$ cat config.mk
export PLATFORM = sky130hd
export DESIGN_NAME = bldc_commutator
export DESIGN_NICKNAME = d
export VERILOG_FILES = /design/src/rtl/bldc_pkg.sv /design/src/rtl/bldc_commutator_leg.sv /design/src/rtl/bldc_commutator.sv
export SDC_FILE = /design/constraint.sdc
export NUM_CORES = 1
export LEC_CHECK = 0
export ABC_CLOCK_PERIOD_IN_PS = 2100
export BUFFER_PORTS_ARGS = -buffer_cell sky130_fd_sc_hd__buf_4
export CAP_MARGIN = 20
export CORE_ASPECT_RATIO = 1.1
export CORE_MARGIN = 2
export CORE_UTILIZATION = 55
export CTS_BUF_LIST = sky130_fd_sc_hd__clkbuf_8 sky130_fd_sc_hd__clkbuf_16
export CTS_CLUSTER_DIAMETER = 60
export DETAILED_ROUTE_END_ITERATION = 10
export HOLD_SLACK_MARGIN = 0.06
export PLACE_DENSITY_LB_ADDON = 0.05
export SLEW_MARGIN = 20
export SYNTH_ARGS = -nofsm -noshare
export SYNTH_HDL_FRONTEND = slang
export SYNTH_SLANG_ARGS = --single-unit
$ cat constraint.sdc
create_clock -name clk -period 2.1 [get_ports clk]
set_input_delay 0.315 -clock clk [delete_from_list [all_inputs] [get_ports clk]]
set_output_delay 0.315 -clock clk [all_outputs]
set_load 0.05 [all_outputs]
$ cat src/rtl/bldc_pkg.sv
// Shared definitions for the six-step commutator: sector codes, leg FSM states,
// leg roles and the Hall-decode / commutation-table helpers.
package bldc_pkg;

    localparam logic [2:0] SECTOR_0    = 3'd0;
    localparam logic [2:0] SECTOR_1    = 3'd1;
    localparam logic [2:0] SECTOR_2    = 3'd2;
    localparam logic [2:0] SECTOR_3    = 3'd3;
    localparam logic [2:0] SECTOR_4    = 3'd4;
    localparam logic [2:0] SECTOR_5    = 3'd5;
    localparam logic [2:0] SECTOR_NONE = 3'd7;

    typedef logic [1:0] leg_state_t;
    localparam leg_state_t LEG_IDLE = 2'd0;
    localparam leg_state_t LEG_H_ON = 2'd1;
    localparam leg_state_t LEG_L_ON = 2'd2;
    localparam leg_state_t LEG_DEAD = 2'd3;

    localparam logic [1:0] ROLE_FLOAT = 2'd0;
    localparam logic [1:0] ROLE_PLUS  = 2'd1;
    localparam logic [1:0] ROLE_MINUS = 2'd2;

    function automatic logic [2:0] hall_decode(input logic [2:0] code);
        case (code)
            3'b001:  hall_decode = SECTOR_0;
            3'b011:  hall_decode = SECTOR_1;
            3'b010:  hall_decode = SECTOR_2;
            3'b110:  hall_decode = SECTOR_3;
            3'b100:  hall_decode = SECTOR_4;
            3'b101:  hall_decode = SECTOR_5;
            default: hall_decode = SECTOR_NONE;
        endcase
    endfunction

    // Per-leg roles packed {C,B,A}; reverse direction swaps the + and - legs.
    function automatic logic [5:0] comm_roles(input logic [2:0] sec, input logic rev);
        logic [5:0] fwd;
        case (sec)
            SECTOR_0: fwd = {ROLE_FLOAT, ROLE_MINUS, ROLE_PLUS};
            SECTOR_1: fwd = {ROLE_MINUS, ROLE_FLOAT, ROLE_PLUS};
            SECTOR_2: fwd = {ROLE_MINUS, ROLE_PLUS,  ROLE_FLOAT};
            SECTOR_3: fwd = {ROLE_FLOAT, ROLE_PLUS,  ROLE_MINUS};
            SECTOR_4: fwd = {ROLE_PLUS,  ROLE_FLOAT, ROLE_MINUS};
            SECTOR_5: fwd = {ROLE_PLUS,  ROLE_MINUS, ROLE_FLOAT};
            default:  fwd = {ROLE_FLOAT, ROLE_FLOAT, ROLE_FLOAT};
        endcase
        if (rev) begin
            comm_roles = {fwd[4], fwd[5], fwd[2], fwd[3], fwd[0], fwd[1]};
        end else begin
            comm_roles = fwd;
        end
    endfunction

endpackage

$ cat src/rtl/bldc_commutator_leg.sv
// One inverter leg: guarantees DEADTIME both-off cycles between its two switches.
module deadtime_leg
    import bldc_pkg::*;
#(
    parameter int DEADTIME = 16
) (
    input  logic clk,
    input  logic reset,
    input  logic req_h,
    input  logic req_l,
    output logic gate_h,
    output logic gate_l
);

    localparam int CW = $clog2(DEADTIME + 1);
    localparam logic [CW-1:0] CNT_LAST = CW'(DEADTIME - 1);
    localparam logic [CW-1:0] CNT_ZERO = {CW{1'b0}};
    localparam logic [CW-1:0] CNT_ONE  = CW'(1);

    leg_state_t    state_r;
    leg_state_t    state_s;
    logic [CW-1:0] cnt_r;
    logic [CW-1:0] cnt_s;

    // Next-state logic; a request change inside DEAD is only looked at when the gap ends.
    always_comb begin
        state_s = state_r;
        cnt_s   = cnt_r;
        case (state_r)
            LEG_IDLE: begin
                if (req_h)      state_s = LEG_H_ON;
                else if (req_l) state_s = LEG_L_ON;
                else            state_s = LEG_IDLE;
            end
            LEG_H_ON: begin
                if (!req_h) begin
                    state_s = LEG_DEAD;
                    cnt_s   = CNT_ZERO;
                end else begin
                    state_s = LEG_H_ON;
                end
            end
            LEG_L_ON: begin
                if (!req_l) begin
                    state_s = LEG_DEAD;
                    cnt_s   = CNT_ZERO;
                end else begin
                    state_s = LEG_L_ON;
                end
            end
            LEG_DEAD: begin
                if (cnt_r == CNT_LAST) begin
                    cnt_s = CNT_ZERO;
                    if (req_h)      state_s = LEG_H_ON;
                    else if (req_l) state_s = LEG_L_ON;
                    else            state_s = LEG_IDLE;
                end else begin
                    cnt_s = cnt_r + CNT_ONE;
                end
            end
            default: begin
                state_s = LEG_IDLE;
                cnt_s   = CNT_ZERO;
            end
        endcase
    end

    // State, counter and registered gate decode of the next state.
    always_ff @(posedge clk or negedge reset) begin
        if (!reset) begin
            state_r <= LEG_IDLE;
            cnt_r   <= CNT_ZERO;
            gate_h  <= 1'b0;
            gate_l  <= 1'b0;
        end else begin
            state_r <= state_s;
            cnt_r   <= cnt_s;
            gate_h  <= (state_s == LEG_H_ON);
            gate_l  <= (state_s == LEG_L_ON);
        end
    end

endmodule

$ cat src/rtl/bldc_commutator.sv
// Six-step trapezoidal commutator: Hall sync/debounce, sector decode, fault,
// per-leg requests and three dead-time legs driving the inverter gates.
module bldc_commutator
    import bldc_pkg::*;
#(
    parameter int DEADTIME = 16,
    parameter int DEBOUNCE = 4
) (
    input  logic       clk,
    input  logic       reset,
    input  logic       enable,
    input  logic       dir,
    input  logic       pwm_in,
    input  logic [2:0] hall,
    output logic [2:0] gate_h,
    output logic [2:0] gate_l,
    output logic [2:0] sector,
    output logic       commutate,
    output logic       fault
);

    localparam int DBW = $clog2(DEBOUNCE + 1);
    localparam logic [DBW-1:0] DB_FULL = DBW'(DEBOUNCE);
    localparam logic [DBW-1:0] DB_ONE  = DBW'(1);

    logic [2:0]     hall_meta_r;
    logic [2:0]     hall_sync_r;
    logic [2:0]     hall_cand_r;
    logic [DBW-1:0] db_cnt_r;
    logic [DBW-1:0] db_cnt_s;
    logic           accept_s;
    logic [2:0]     new_sector_s;
    logic           pwm_r;
    logic           dir_r;
    logic           drive_ok_s;
    logic [5:0]     roles_s;
    logic [2:0]     req_h_s;
    logic [2:0]     req_l_s;

    // Run length of identical synchronised samples; accept fires once when it reaches DEBOUNCE.
    always_comb begin
        if (hall_sync_r != hall_cand_r) begin
            db_cnt_s = DB_ONE;
        end else if (db_cnt_r != DB_FULL) begin
            db_cnt_s = db_cnt_r + DB_ONE;
        end else begin
            db_cnt_s = db_cnt_r;
        end
        accept_s     = (db_cnt_s == DB_FULL) &&
                       ((db_cnt_r != DB_FULL) || (hall_sync_r != hall_cand_r));
        new_sector_s = hall_decode(hall_sync_r);
    end

    // Hall synchroniser and debounce state.
    always_ff @(posedge clk or negedge reset) begin
        if (!reset) begin
            hall_meta_r <= 3'b000;
            hall_sync_r <= 3'b000;
            hall_cand_r <= 3'b000;
            db_cnt_r    <= {DBW{1'b0}};
        end else begin
            hall_meta_r <= hall;
            hall_sync_r <= hall_meta_r;
            hall_cand_r <= hall_sync_r;
            db_cnt_r    <= db_cnt_s;
        end
    end

    // Sector, commutate pulse and sticky fault; sector tracks Hall even while faulted.
    always_ff @(posedge clk or negedge reset) begin
        if (!reset) begin
            sector    <= SECTOR_NONE;
            commutate <= 1'b0;
            fault     <= 1'b0;
        end else begin
            if (accept_s) begin
                sector    <= new_sector_s;
                commutate <= (new_sector_s != SECTOR_NONE) && (new_sector_s != sector);
            end else begin
                commutate <= 1'b0;
            end
            if (!enable) begin
                fault <= 1'b0;
            end else if (accept_s && (new_sector_s == SECTOR_NONE)) begin
                fault <= 1'b1;
            end else begin
                fault <= fault;
            end
        end
    end

    // Input staging for the request logic.
    always_ff @(posedge clk or negedge reset) begin
        if (!reset) begin
            pwm_r <= 1'b0;
            dir_r <= 1'b0;
        end else begin
            pwm_r <= pwm_in;
            dir_r <= dir;
        end
    end

    // Per-leg H/L requests from the commutation table.
    always_comb begin
        drive_ok_s = enable && !fault && (sector != SECTOR_NONE);
        roles_s    = comm_roles(sector, dir_r);
        req_h_s    = 3'b000;
        req_l_s    = 3'b000;
        for (int i = 0; i < 3; i++) begin
            if (!drive_ok_s) begin
                req_h_s[i] = 1'b0;
                req_l_s[i] = 1'b0;
            end else if (roles_s[2*i +: 2] == ROLE_PLUS) begin
                req_h_s[i] = pwm_r;
                req_l_s[i] = !pwm_r;
            end else if (roles_s[2*i +: 2] == ROLE_MINUS) begin
                req_h_s[i] = 1'b0;
                req_l_s[i] = 1'b1;
            end else begin
                req_h_s[i] = 1'b0;
                req_l_s[i] = 1'b0;
            end
        end
    end

    for (genvar g = 0; g < 3; g++) begin : g_leg
        deadtime_leg #(
            .DEADTIME(DEADTIME)
        ) u_leg (
            .clk    (clk),
            .reset  (reset),
            .req_h  (req_h_s[g]),
            .req_l  (req_l_s[g]),
            .gate_h (gate_h[g]),
            .gate_l (gate_l[g])
        );
    end

endmodule

==> metrics list, run 1 <==
* Synthesis-to-finish area growth: 13.3%
* Power per unit of standard cell area: 1170 nW/um^2
* Count of cells resized by post-cts repair: 0
- In the final layout, the share of cells above drive strength 1 is 0.177.
- Highest achievable clock rate: 529 MHz
- DRC errors left: 0
- Dividing the detail-routed via count by the number of cells gives 5.57.
* Number of nets at the end of the flow: 243
* Required time of the critical path: 2.28 ns
- Worst skew pair latency: 0.29 ns
* Launch point of the worst path: sector[0]
- DRT Pass-1 Iters: 4
- Placeable core region: 3930 sq um
* Synth warnings: 0
* Number of maximum-capacitance constraint violations: 0
- After clock tree synthesis, the setup repair step added 0 buffers.
* Power Internal: 2.02 mW
- Among all flip-flop cells after synthesis, the most frequent one is dfrtp_1.
* Buf/Inv on CP: 0
- In this run the power spent charging and discharging nets is 0.947 mW.
- The completed layout was analyzed and its total power is 2.97 mW.
- The sequential cells in the finished layout cover a total of 1150 sq um.
- Post-route ant nets: 0
* Worst min-delay path startpoint: hall[1]
- Boundary Pins: 19
- Post-synth EDFFs: 0
* GRT Util Overall: 0.184
- Max-slew violation count: 0
- The critical path is of the reg -> reg type.
* Number of antenna violations at the first check in global routing: 0
* Post-detailed-routing wire length: 3800 um
- The initial utilization of the core area, before any placement, comes to 0.572.
- Die Width: 65.0 um
- Port buffering added 18 buffers.
* Unrepaired setup endpoints after global routing: no
* Actual transition at the worst max-transition pin: 0.552 ns
- Clock skew on the completed layout was measured at 0.00499 ns.
* Via count of the first global-routing pass: 1518
- Summed over all failing endpoints, the final setup total negative slack is 0 ns.
- Hold Buf Count CTS: 1
- Of all cell types, the one taking the most synthesized area is dfrtp_1.
- Post-synthesis cell type count: 45
- Footprint of the multi-input gates: 972 sq um
- Fraction of registers with async set/reset: 1.00
* Row count: 24
* Capturing element type of the critical path: flip-flop
* Reg-to-reg critical path startpoint: sector[0]
* Sw frac: 0.319
* Share of the cycle needed by the critical path after routing: 0.901
- In this run, CTS created clock tree buffers numbering 5.
- TritonCTS built the clock tree.
- In this run the worst path has a maximum fanout of 16.
* Area of the die: between 4000 and 5000 sq um
- Leftover overflow at the end of global routing: 0
* Number of clock sinks: 46
- Number of flip-flops and latches in the synthesized netlist: 46
* Slew margin rel.: 0.632
* Clock power share: 0.265
* Peak VDD IR: 0.684 mV
- Counting every net in the synthesized netlist gives 227.
- The die is 71.1 um tall.
- STA classifies the critical path startpoint as a flip-flop.
- Number of filler cells placed in the layout: 312
- First-pass GRT wire length: 6630 um
* Max Buffers Root-to-Sink: 2
- For this design the static power due to leakage is 1.12 nW.
- Setup violations remaining at the end of the flow were counted as 0.
- Post-layout minimum cycle time: 1.89 ns
- Fin. Hold Viols: 0
- The H-tree was split into 2 levels.
* Post-detailed-placement half-perimeter wirelength: 2770 um
- Counting every instance in the synthesized netlist gives 214.
- At the worst endpoint, the arrival time is 2.07 ns.
* Wire per inst: 13.4 um
- The slowest stage of the critical path is the dfstp_2 cell.
- Cell chosen for the clock root: clkbuf_8
- After clock tree synthesis, the clock-pin slew on the worst setup and hold paths is around 0.080 ns.
* Final estimated routing congestion in global placement: between 0.7 and 0.8
- The average instance in the mapped netlist occupies between 10 and 15 sq um.
- The share of the Yosys chip area taken by registers is 0.514.
- Outcome: finished clean
- Entering global routing, the biggest net connects 47 pins.
- Cell class contributing the biggest share of worst-path delay: flip-flops
* Sequential group share of total power: 0.437
- Traced cell by cell, the critical path runs through nor4bb_1, o311ai_0, and2_1, a21oi_2, mux2_2.
- For this block, the initial DRC count from the detailed router was 130.
- Sorting the synthesized cells by area gives the leading types as dfrtp_1 (48%), dfstp_2 (3.5%), a21oi_1 (3.1%).
- Max stage delay on crit path: 0.69 ns
* Antenna diodes: 0
* Class of the worst hold path: in -> reg
- The share of synthesized area in the top cell type comes to 0.479.
- Cell Area, Synth: 2250 sq um
* Total number of vias: 1575
* Relative contribution of combinational cells to total power: 0.298
==> Yosys cell counts (2+ instances only) <==
library cell,instances
a21oi_1,14
a22o_1,3
a32o_1,3
and2_1,2
and4b_1,2
buf_2,4
buf_4,8
clkbuf_1,3
dfrtp_1,43
dfstp_2,3
ha_1,5
inv_1,8
mux2_2,2
mux2i_1,2
nand2_1,13
nand2b_1,5
nand3_1,8
nand3b_1,2
nor2_1,10
nor2b_1,7
nor3_1,9
o211ai_1,2
o21a_1,6
o21ai_0,10
o2bb2ai_1,4
o311ai_0,4
or2_2,2
or3_1,2
xnor2_1,8
xor2_1,5
==> layout by cell type (no fill, tap or decap), types with 6 or more instances in the layout <==
| cell type | synthesis | routed |
|---|---|---|
| a21oi_1 | 14 | 14 |
| nor3_1 | 9 | 9 |
| nand3_1 | 8 | 8 |
| buf_4 | 8 | 23 |
| nor2b_1 | 7 | 7 |
| nand2_1 | 13 | 13 |
| dfrtp_1 | 43 | 43 |
| o21a_1 | 6 | 6 |
| xnor2_1 | 8 | 8 |
| inv_1 | 8 | 8 |
| nor2_1 | 10 | 10 |
| clkbuf_8 | 0 | 6 |
| o21ai_0 | 10 | 10 |
==> layout make-up <==
type                            instances  share of cell area
Clock buffer                            6              0.0324
Clock inverter                          2              0.0236
Inverter                                8              0.0118
Multi-Input combinational cell        145               0.382
Sequential cell                        46               0.453
Tap cell                               52              0.0255
Timing Repair Buffer                   24              0.0717
==> registers in the layout (all words and copies together), names as in the netlist, 3 cells and up <==
name and count:
g_leg.u_leg.gate_h 3, g_leg.u_leg.gate_l 3, g_leg.u_leg.state_r 6, g_leg.u_leg.cnt_r 15, hall_cand_r 3, db_cnt_r 3
sector 3, hall_meta_r 3, hall_sync_r 3
==> layer usage <==
metal  global-route usage  part of all wire
met1                0.230              0.45
met2                0.315              0.51
met3               0.0477             0.028
met4               0.0496             0.016
met5                    0                 0
==> stage by stage <==
stage / instance area [sq um] / hold WS [ns] / util / instances / worst slack (ns)
floorplan: 2250 / 0.0194 / - / 214 / 0.0485
global placement: 2390 / 0.334 / 0.609 / 274 / 0.293
detailed placement: 2390 / 0.342 / 0.609 / 274 / 0.225
CTS: 2550 / 0.116 / 0.648 / 283 / 0.214
global route: 2550 / 0.106 / 0.648 / 283 / 0.0527
finish: 2550 / 0.126 / 0.648 / 283 / 0.208
==> power by group through the flow <==
stage	Clock, mW	Combinational, mW	Sequential, mW
2_1_floorplan	0	0.718	1.27
3_3_place_gp	0	0.835	1.29
3_5_place_dp	0	0.884	1.31
4_1_cts	0.808	0.893	1.29
5_1_grt	0.849	0.987	1.33
6_report	0.788	0.883	1.30
==> final timing paths <==
| path | to | slack, ns | depth (start not counted) |
|---|---|---|---|
| worst min register to register | hall_sync_r[1] | 0.36 | 0 |
| max in group asynchronous | sector[0] | 1.16 | 2 |
| worst max register to register | g_leg[0].u_leg.cnt_r[0] | 0.21 | 5 |
| worst min-delay path | hall_meta_r[1] | 0.13 | 1 |
| min in group asynchronous | g_leg[0].u_leg.cnt_r[2] | 0.56 | 2 |
| worst max-delay path | g_leg[0].u_leg.cnt_r[0] | 0.21 | 5 |
==> cells by family (layout without fill, tap and decap cells) <==
| family | Yosys count | count (layout) | share of synthesized area |
|---|---|---|---|
| flip-flops | 46 | 46 | 0.514 |
| XOR/XNOR | 13 | 13 | 0.0506 |
| adder cells (fa/ha/maj) | 5 | 5 | 0.0278 |
| AND/OR/NAND/NOR | 68 | 68 | 0.164 |
| multiplexers | 4 | 4 | 0.0189 |
| buffers and inverters | 23 | 40 | 0.0540 |
| AO/OA/AOI/OAI | 55 | 55 | 0.171 |
Power figures use the tool's default switching activity.
==> run 2: changes to the inputs <==
CELL_PAD_IN_SITES_DETAIL_PLACEMENT = 1   (was not set)
CELL_PAD_IN_SITES_GLOBAL_PLACEMENT = 1   (was not set)
CORE_ASPECT_RATIO = 1.5   (was 1.1)
CORE_UTILIZATION = 46   (was 55)
==> metrics list, run 2 (synthesis results as in run 1) <==
- Power per unit of standard cell area: 1120 nW/um^2 (was 1170 nW/um^2)
- The area taken by multi-input logic gates was 972 sq um (unchanged).
- Number of nets at the end of the flow: 244 (was 243)
* Row count: 31 (was 24)
- The count of TritonRoute iterations in the first routing pass was 4 (unchanged).
- The clock group share of total power was 0.227 (was 0.265).
- The worst-margin pin slew came to 0.589 ns (was 0.552 ns).
- Top flop regs: g_leg.u_leg.cnt_r: 15 flops, g_leg.u_leg.state_r: 6 flops (unchanged).
- The final sum of negative setup slack is 0 ns (unchanged).
* Register-to-register setup slack: 0.19 ns (was 0.21 ns)
- Unrepaired setup endpoints after global routing: no (unchanged)
* Boundary Pins: 19 (unchanged)
- Count of port buffers added during placement: 18 (unchanged)
* Most frequent standard cell in the layout excluding fill and tap cells: dfrtp_1 (unchanged)
- Ratio of cells with drive above 1 in the final layout: 0.181 (was 0.177)
- The critical path start-end classification was reg -> reg (unchanged).
- The worst voltage drop across the vdd grid was 0.545 mV (was 0.684 mV).
- The number of sinks on the clock net was 46 (unchanged).
- The number of levels in the clock H-tree was 2 (unchanged).
* Number of antenna violations at the first check in global routing: 0 (unchanged)
* Wire per inst: 15.5 um (was 13.4 um)
* Required time of the critical path: 2.29 ns (was 2.28 ns)
- Post-route ant nets: 0 (unchanged)
* Via density per instance: 5.40 (was 5.57)
* Cell chosen for the clock root: clkbuf_8 (unchanged)
- Post-CTS setup buffer count: 0 (unchanged)
* Post-layout minimum cycle time: 1.91 ns (was 1.89 ns)
- Area of the die: 5470 sq um (was 4620 sq um)
* Share of the cycle needed by the critical path after routing: 0.909 (was 0.901)
* Maximum fanout encountered on the critical timing path: 10 (was 16)
- The logic gate share of total power came to 0.322 (was 0.298).
- The post-route clock skew was 0.00406 ns (was 0.00499 ns).
* GRT Util Overall: 0.189 (was 0.184)
- Worst skew pair latency: 0.29 ns (about the same)
- Slew margin rel.: 0.608 (was 0.632)
* Power Internal: 1.87 mW (was 2.02 mW)
- Max Buffers Root-to-Sink: 2 (unchanged)
* Final cell count without fillers: 298 (was 283)
* Crit path to: g_leg[1].u_leg.cnt_r[1] (was g_leg[0].u_leg.cnt_r[0])
- The end of the worst register-to-register path is g_leg[1].u_leg.cnt_r[1] (was g_leg[0].u_leg.cnt_r[0]).
* Die Width: 61.1 um (was 65.0 um)
- Arrival time at the worst endpoint: 2.10 ns (was 2.07 ns)
- The reported max-cap violation count was 0 (unchanged).
- Largest register FFs: 15 (unchanged)
* Post-detailed-placement half-perimeter wirelength: 3420 um (was 2770 um)
* Synthesis-to-finish area growth: 12.9% (was 13.3%)
- The CTS tree is built (unchanged).
- First-pass GRT wire length: 7670 um (was 6630 um)
- DR iter-0 viols: 36 (was 130)
* Via count of the first global-routing pass: 1705 (was 1518)
- Reg-to-reg critical path startpoint: sector[0] (unchanged)
- The overflow left after global routing was 0 (unchanged).
- Outcome: finished clean (unchanged).
- The launching element of the worst setup path was sector[0] (unchanged).
- The clock transition time at the flip-flop clock pins of the worst setup and hold paths came to 0.09 ns (was 0.08 ns).
- Capturing element type of the critical path: flip-flop (unchanged)
* Vertical die dimension: 89.6 um (was 71.1 um)
- The part of the total power dissipated in sequential elements was 0.452 (was 0.437).
* Max-slew violation count: 0 (unchanged)
- Fin. Hold Viols: 0 (unchanged)
* Number of filler cells placed in the layout: 548 (was 312)
- The switching part of the total power came to 0.344 (was 0.319).
* DRC errors left: 0 (unchanged)
* Register bank with the most flops: g_leg.u_leg.cnt_r (unchanged)
- The standard cell core area came to 4770 sq um (was 3930 sq um).
- The routability congestion estimate was 0.772 (was 0.748).
- Net load switching power: 0.982 mW (was 0.947 mW)
- The launching element type of the critical path was a flip-flop (unchanged).
- Antenna diodes: 0 (unchanged)
* Count of final setup violators: 0 (unchanged)
- The number of vias after detailed routing is 1610 (was 1575).
- Highest-count cells in the layout ignoring fill and taps: dfrtp_1 (43), buf_4 (24), a21oi_1 (14), nand2_1 (13) (was dfrtp_1 (43), buf_4 (23), a21oi_1 (14), nand2_1 (13)).
- Class of the worst hold path: in -> reg (unchanged)
- The highest attainable clock frequency came to 524 MHz (was 529 MHz).
* Inst Count DP: 289 (was 274)
* Post-detailed-routing wire length: 4630 um (was 3800 um)
- The effective utilization at floorplan is 0.471 (was 0.572).
* Num CTS Buffers: 5 (unchanged)
- The number of cells on the worst reg-to-reg path is 6 (was 5).
- The area taken by flip-flops and latches is 1150 sq um (unchanged).
- Maximum number of pins on one net before global-route repair: 47 (unchanged)
- The leakage component of the power came to 1.11 nW (was 1.12 nW).
- Overall power of the completed layout: 2.85 mW (was 2.97 mW)
==> run 2: cell types whose count changed in the layout (fill, tap and decap cells not counted) <==
| cell | change |
|---|---|
| buf_4 | +1 |
| bufinv_16 | -1 |
| clkbuf_8 | -1 |
| clkinv_2 | +2 |
| o311ai_0 | -1 |
| o311ai_1 | +1 |
==> run 2: worst min-delay path by stage <==
stage / depth (start not counted) / slack, ns / to / from
global route: 1 / 0.11 / hall_meta_r[0] / hall[0]
CTS: 1 / 0.11 / hall_meta_r[0] / hall[0]
floorplan: 0 / 0.02 / commutate / reset
global placement: 0 / 0.33 / hall_sync_r[0] / hall_meta_r[0]
detailed placement: 1 / 0.36 / db_cnt_r[0] / reset
finish: 1 / 0.12 / dir_r / dir
==> run 2: layer usage <==
metal | share of wire | vias up | global-route usage | wire length, um
li1 | - | 783 | - | -
met1 | 0.41 | 801 | 0.207 | 1890
met2 | 0.55 | 20 | 0.347 | 2560
met3 | 0.024 | 6 | 0.0287 | 111
met4 | 0.015 | 0 | 0.0889 | 68
met5 | 0 | - | 0 | 0
==> run 2: repair_timing <==
action,4_1_cts,5_1_grt
hold endpoints to repair,43,0
setup endpoints to repair,0,1
resized for setup,0,1
hold buffers,1,0
==> run 2: critical path: stages, from the launching register on <==
cell and delay, ns:
dfstp_2 0.60, buf_4 0.18, nand2b_1 0.07, xnor2_1 0.32
nand3b_1 0.21, o2bb2ai_1 0.17, a32o_1 0.25
==> run 2: per-stage QoR <==
stage               utilization  area [sq um]  hold WS, ns  worst slack, ns
finish                    0.532          2540        0.119            0.190
global route              0.532          2540        0.108           0.0460
CTS                       0.532          2540        0.113           0.0889
detailed placement        0.507          2420        0.355            0.186
global placement          0.507          2420        0.335            0.264
floorplan                     -          2250       0.0194           0.0485
==> run 2: cell type report <==
class,instances,share of cell area
tap,66,0.0325
clock buffer,5,0.0271
clock inverter,3,0.0158
multi-input combinational,145,0.383
inverter,8,0.0118
timing repair buffer,25,0.0749
sequential,46,0.455
==> run 2: power groups by stage <==
| stage | sequential (mW) | combinational [mW] | clock (mW) |
|---|---|---|---|
| 2_1_floorplan | 1.27 | 0.718 | 0 |
| 3_3_place_gp | 1.28 | 0.864 | 0 |
| 3_5_place_dp | 1.31 | 0.920 | 0 |
| 4_1_cts | 1.29 | 0.932 | 0.665 |
| 5_1_grt | 1.31 | 1.03 | 0.700 |
| 6_report | 1.29 | 0.918 | 0.647 |
==> run 3: changes to the inputs <==
CORE_ASPECT_RATIO = not set   (was 1.5)
CORE_MARGIN = 1   (was 2)
GPL_ROUTABILITY_DRIVEN = 0   (was not set)
==> metrics list, run 3 (synthesis results as in run 1) <==
* Max-slew violation count: 0 (unchanged)
* Starting utilization of the core area: 0.476 (was 0.471)
- DRC errors left: 0 (unchanged)
- Setup tns final: 0 ns (unchanged)
* FF-to-FF End: g_leg[0].u_leg.cnt_r[0] (was g_leg[1].u_leg.cnt_r[1])
* Outcome: finished clean (unchanged)
* Worst hold margin: 0.116 ns (was 0.119 ns)
- Number of clock sinks: 46 (unchanged)
- Num CTS Buffers: 5 (unchanged)
- The number of port buffers is 18 (unchanged).
- The required time at the worst-slack endpoint is 2.29 ns (about the same).
- Maximum fanout encountered on the critical timing path: 12 (was 10)
* Slew margin rel.: 0.622 (was 0.608)
- Count of final setup violators: 0 (unchanged)
- The buffer type at the clock tree root was clkbuf_8 (unchanged).
- DR iter-0 viols: 40 (was 36)
* Power per unit of standard cell area: 1180 nW/um^2 (was 1120 nW/um^2)
- Final cell count without fillers: 298 (unchanged)
* Fin util: 0.543 (was 0.532)
- The post-detailed-route count of antenna-violating nets came to 0 (unchanged).
- Ratio of cells with drive above 1 in the final layout: 0.177 (was 0.181)
* Category of the critical setup timing path: reg -> reg (unchanged)
- Highest achievable clock rate: 512 MHz (was 524 MHz)
- Post-layout minimum cycle time: 1.95 ns (was 1.91 ns)
- Highest-count cells in the layout ignoring fill and taps: dfrtp_1 (43), buf_4 (23), a21oi_1 (14), nand2_1 (13) (was dfrtp_1 (43), buf_4 (24), a21oi_1 (14), nand2_1 (13))
- The reg2reg setup slack is 0.15 ns (was 0.19 ns).
- The area taken by flip-flops and latches was 1150 sq um (unchanged).
- DRT Pass-1 Iters: 2 (was 4)
- The number of vias after detailed routing was 1611 (was 1610).
- Row count: 25 (was 31)
- Crit path to: g_leg[0].u_leg.cnt_r[0] (was g_leg[1].u_leg.cnt_r[1])
* Pleak: 1.12 nW (was 1.11 nW)
- Max Buffers Root-to-Sink: 2 (unchanged)
- The flip-flop count of the largest register after layout was 15 (unchanged).
* Depth of the worst hold-timing path: 1 (unchanged)
- The die span in y was 71.9 um (was 89.6 um).
- Fin Clk Skew: 0.00594 ns (was 0.00406 ns)
- The standard cell core area came to 4720 sq um (was 4770 sq um).
* Number of nets at the end of the flow: 243 (was 244)
* Number of antenna violations at the first check in global routing: 0 (unchanged)
- Die Width: 71.9 um (was 61.1 um)
- Leftover overflow at the end of global routing: 0 (unchanged)
* Wire per inst: 15.3 um (was 15.5 um)
- The worst slack at placement was 0.142 ns (was 0.186 ns).
- Register clock-pin slew on the reported worst setup and hold paths: 0.08 ns (was 0.09 ns)
- Unrepaired setup endpoints after global routing: no (unchanged).
- Worst skew pair latency: 0.30 ns (was 0.29 ns)
- GRT Util Overall: 0.204 (was 0.189)
- The pin count of the biggest net entering global routing came to 47 (unchanged).
* Post-detailed-routing wire length: 4550 um (was 4630 um)
- The final-report hold violation count is 0 (unchanged).
* Critical path startpoint category: flip-flop (unchanged)
- Number of filler cells placed in the layout: 521 (was 548)
- Number of maximum-capacitance constraint violations: 0 (unchanged)
* Top flop regs: g_leg.u_leg.cnt_r: 15 flops, g_leg.u_leg.state_r: 6 flops (unchanged)
- Post-detailed-placement half-perimeter wirelength: 3250 um (was 3420 um)
- The detailed-route vias per instance is 5.41 (was 5.40).
- The layout overhead on the synthesized area came to 14.1% (was 12.9%).
- Capturing element type of the critical path: flip-flop (unchanged)
- Area of the die: 5170 sq um (was 5470 sq um)
- Cell with the largest stage delay on the worst path: dfstp_2 (unchanged)
- The number of inserted diodes came to 0 (unchanged).
* Class of the worst hold path: in -> reg (unchanged)
- The number of instances in the placed design is 289 (unchanged).
- Via count of the first global-routing pass: 1697 (was 1705)
- Final setup margin: 0.146 ns (was 0.190 ns)
* Peak VDD IR: 0.448 mV (was 0.545 mV)
- Register bank with the most flops: g_leg.u_leg.cnt_r (unchanged)
* Cells along the critical path: and4b_1, o311ai_0, and2_1, a21oi_2, mux2_2 (was buf_4, nand2b_1, xnor2_1, nand3b_1, o2bb2ai_1, a32o_1)
* Cell count of the worst reg-to-reg path: 5 (was 6)
- The share of the cycle needed by the critical path after routing is 0.931 (was 0.909).
* TritonCTS clock tree: built (unchanged)
* Maximum level of the CTS H-tree: 2 (unchanged)
- The area taken by multi-input logic gates is 972 sq um (unchanged).
* Most frequent standard cell in the layout excluding fill and tap cells: dfrtp_1 (unchanged)
- Boundary Pins: 19 (unchanged)
- The global-route wire length before repair came to 8050 um (was 7670 um).
* Arrival time at the worst endpoint: 2.15 ns (was 2.10 ns)
* Launch point of the worst path: sector[2] (was sector[0])
- The worst-margin pin slew was 0.567 ns (was 0.589 ns).
* Reg-to-reg critical path startpoint: sector[2] (was sector[0])
- Max stage delay on crit path: 0.65 ns (was 0.60 ns)
-- run 3: cell count changes in the layout (fill, tap and decap cells not counted) --
cell	before	now
buf_4	24	23
clkinv_2	2	0
clkbuf_8	5	6
bufinv_16	1	2
-- run 3: per-stage QoR --
step	area [sq um]	power [mW]
after floorplan	2250	1.99
after global placement	2410	2.13
after detailed placement	2410	2.23
after CTS	2570	3.06
after global routing	2570	3.21
final	2570	3.02
-- run 3: repair_timing --
| item | 4_1_cts | 5_1_grt |
|---|---|---|
| hold buffers | 1 | 0 |
| endpoints found under the setup margin | 0 | 1 |
| buffers inserted | 0 | 0 |
| hold endpoints to repair | 43 | 0 |
| resized for setup | 0 | 1 |
-- run 3: final cells by class --
cell class                      count  area share
Timing Repair Buffer               24      0.0712
Clock inverter                      2      0.0234
Multi-Input combinational cell    145       0.379
Clock buffer                        6      0.0322
Inverter                            8      0.0117
Sequential cell                    46       0.450
Tap cell                           67      0.0327
-- run 3: power by group --
part	switching, mW	total (mW)	internal (mW)
sequential	0.226	1.31	1.08
clock	0.294	0.801	0.507
combinational	0.471	0.911	0.440
total	0.991	3.02	2.03
-- run 3: critical path, delay by kind of cell, from the launching register on --
kind             cells  cell delay [ns]
AO/OA/AOI/OAI        2             0.47
flip-flops           1             0.65
multiplexers         1             0.27
AND/OR/NAND/NOR      2             0.46
-- run 3: worst min-delay path by stage --
| stage | from | endpoint | slack [ns] |
|---|---|---|---|
| floorplan | reset | commutate | 0.02 |
| global route | pwm_in | pwm_r | 0.10 |
| detailed placement | hall_meta_r[0] | hall_sync_r[0] | 0.34 |
| global placement | reset | g_leg[0].u_leg.cnt_r[4] | 0.34 |
| finish | pwm_in | pwm_r | 0.12 |
| CTS | pwm_in | pwm_r | 0.11 |
-- run 3: metal layers --
| layer | global-route usage | up-vias | share of wire |
|---|---|---|---|
| li1 | - | 782 | - |
| met1 | 0.252 | 800 | 0.45 |
| met2 | 0.352 | 19 | 0.50 |
| met3 | 0.0417 | 10 | 0.022 |
| met4 | 0.0784 | 0 | 0.020 |
| met5 | 0 | - | 0 |
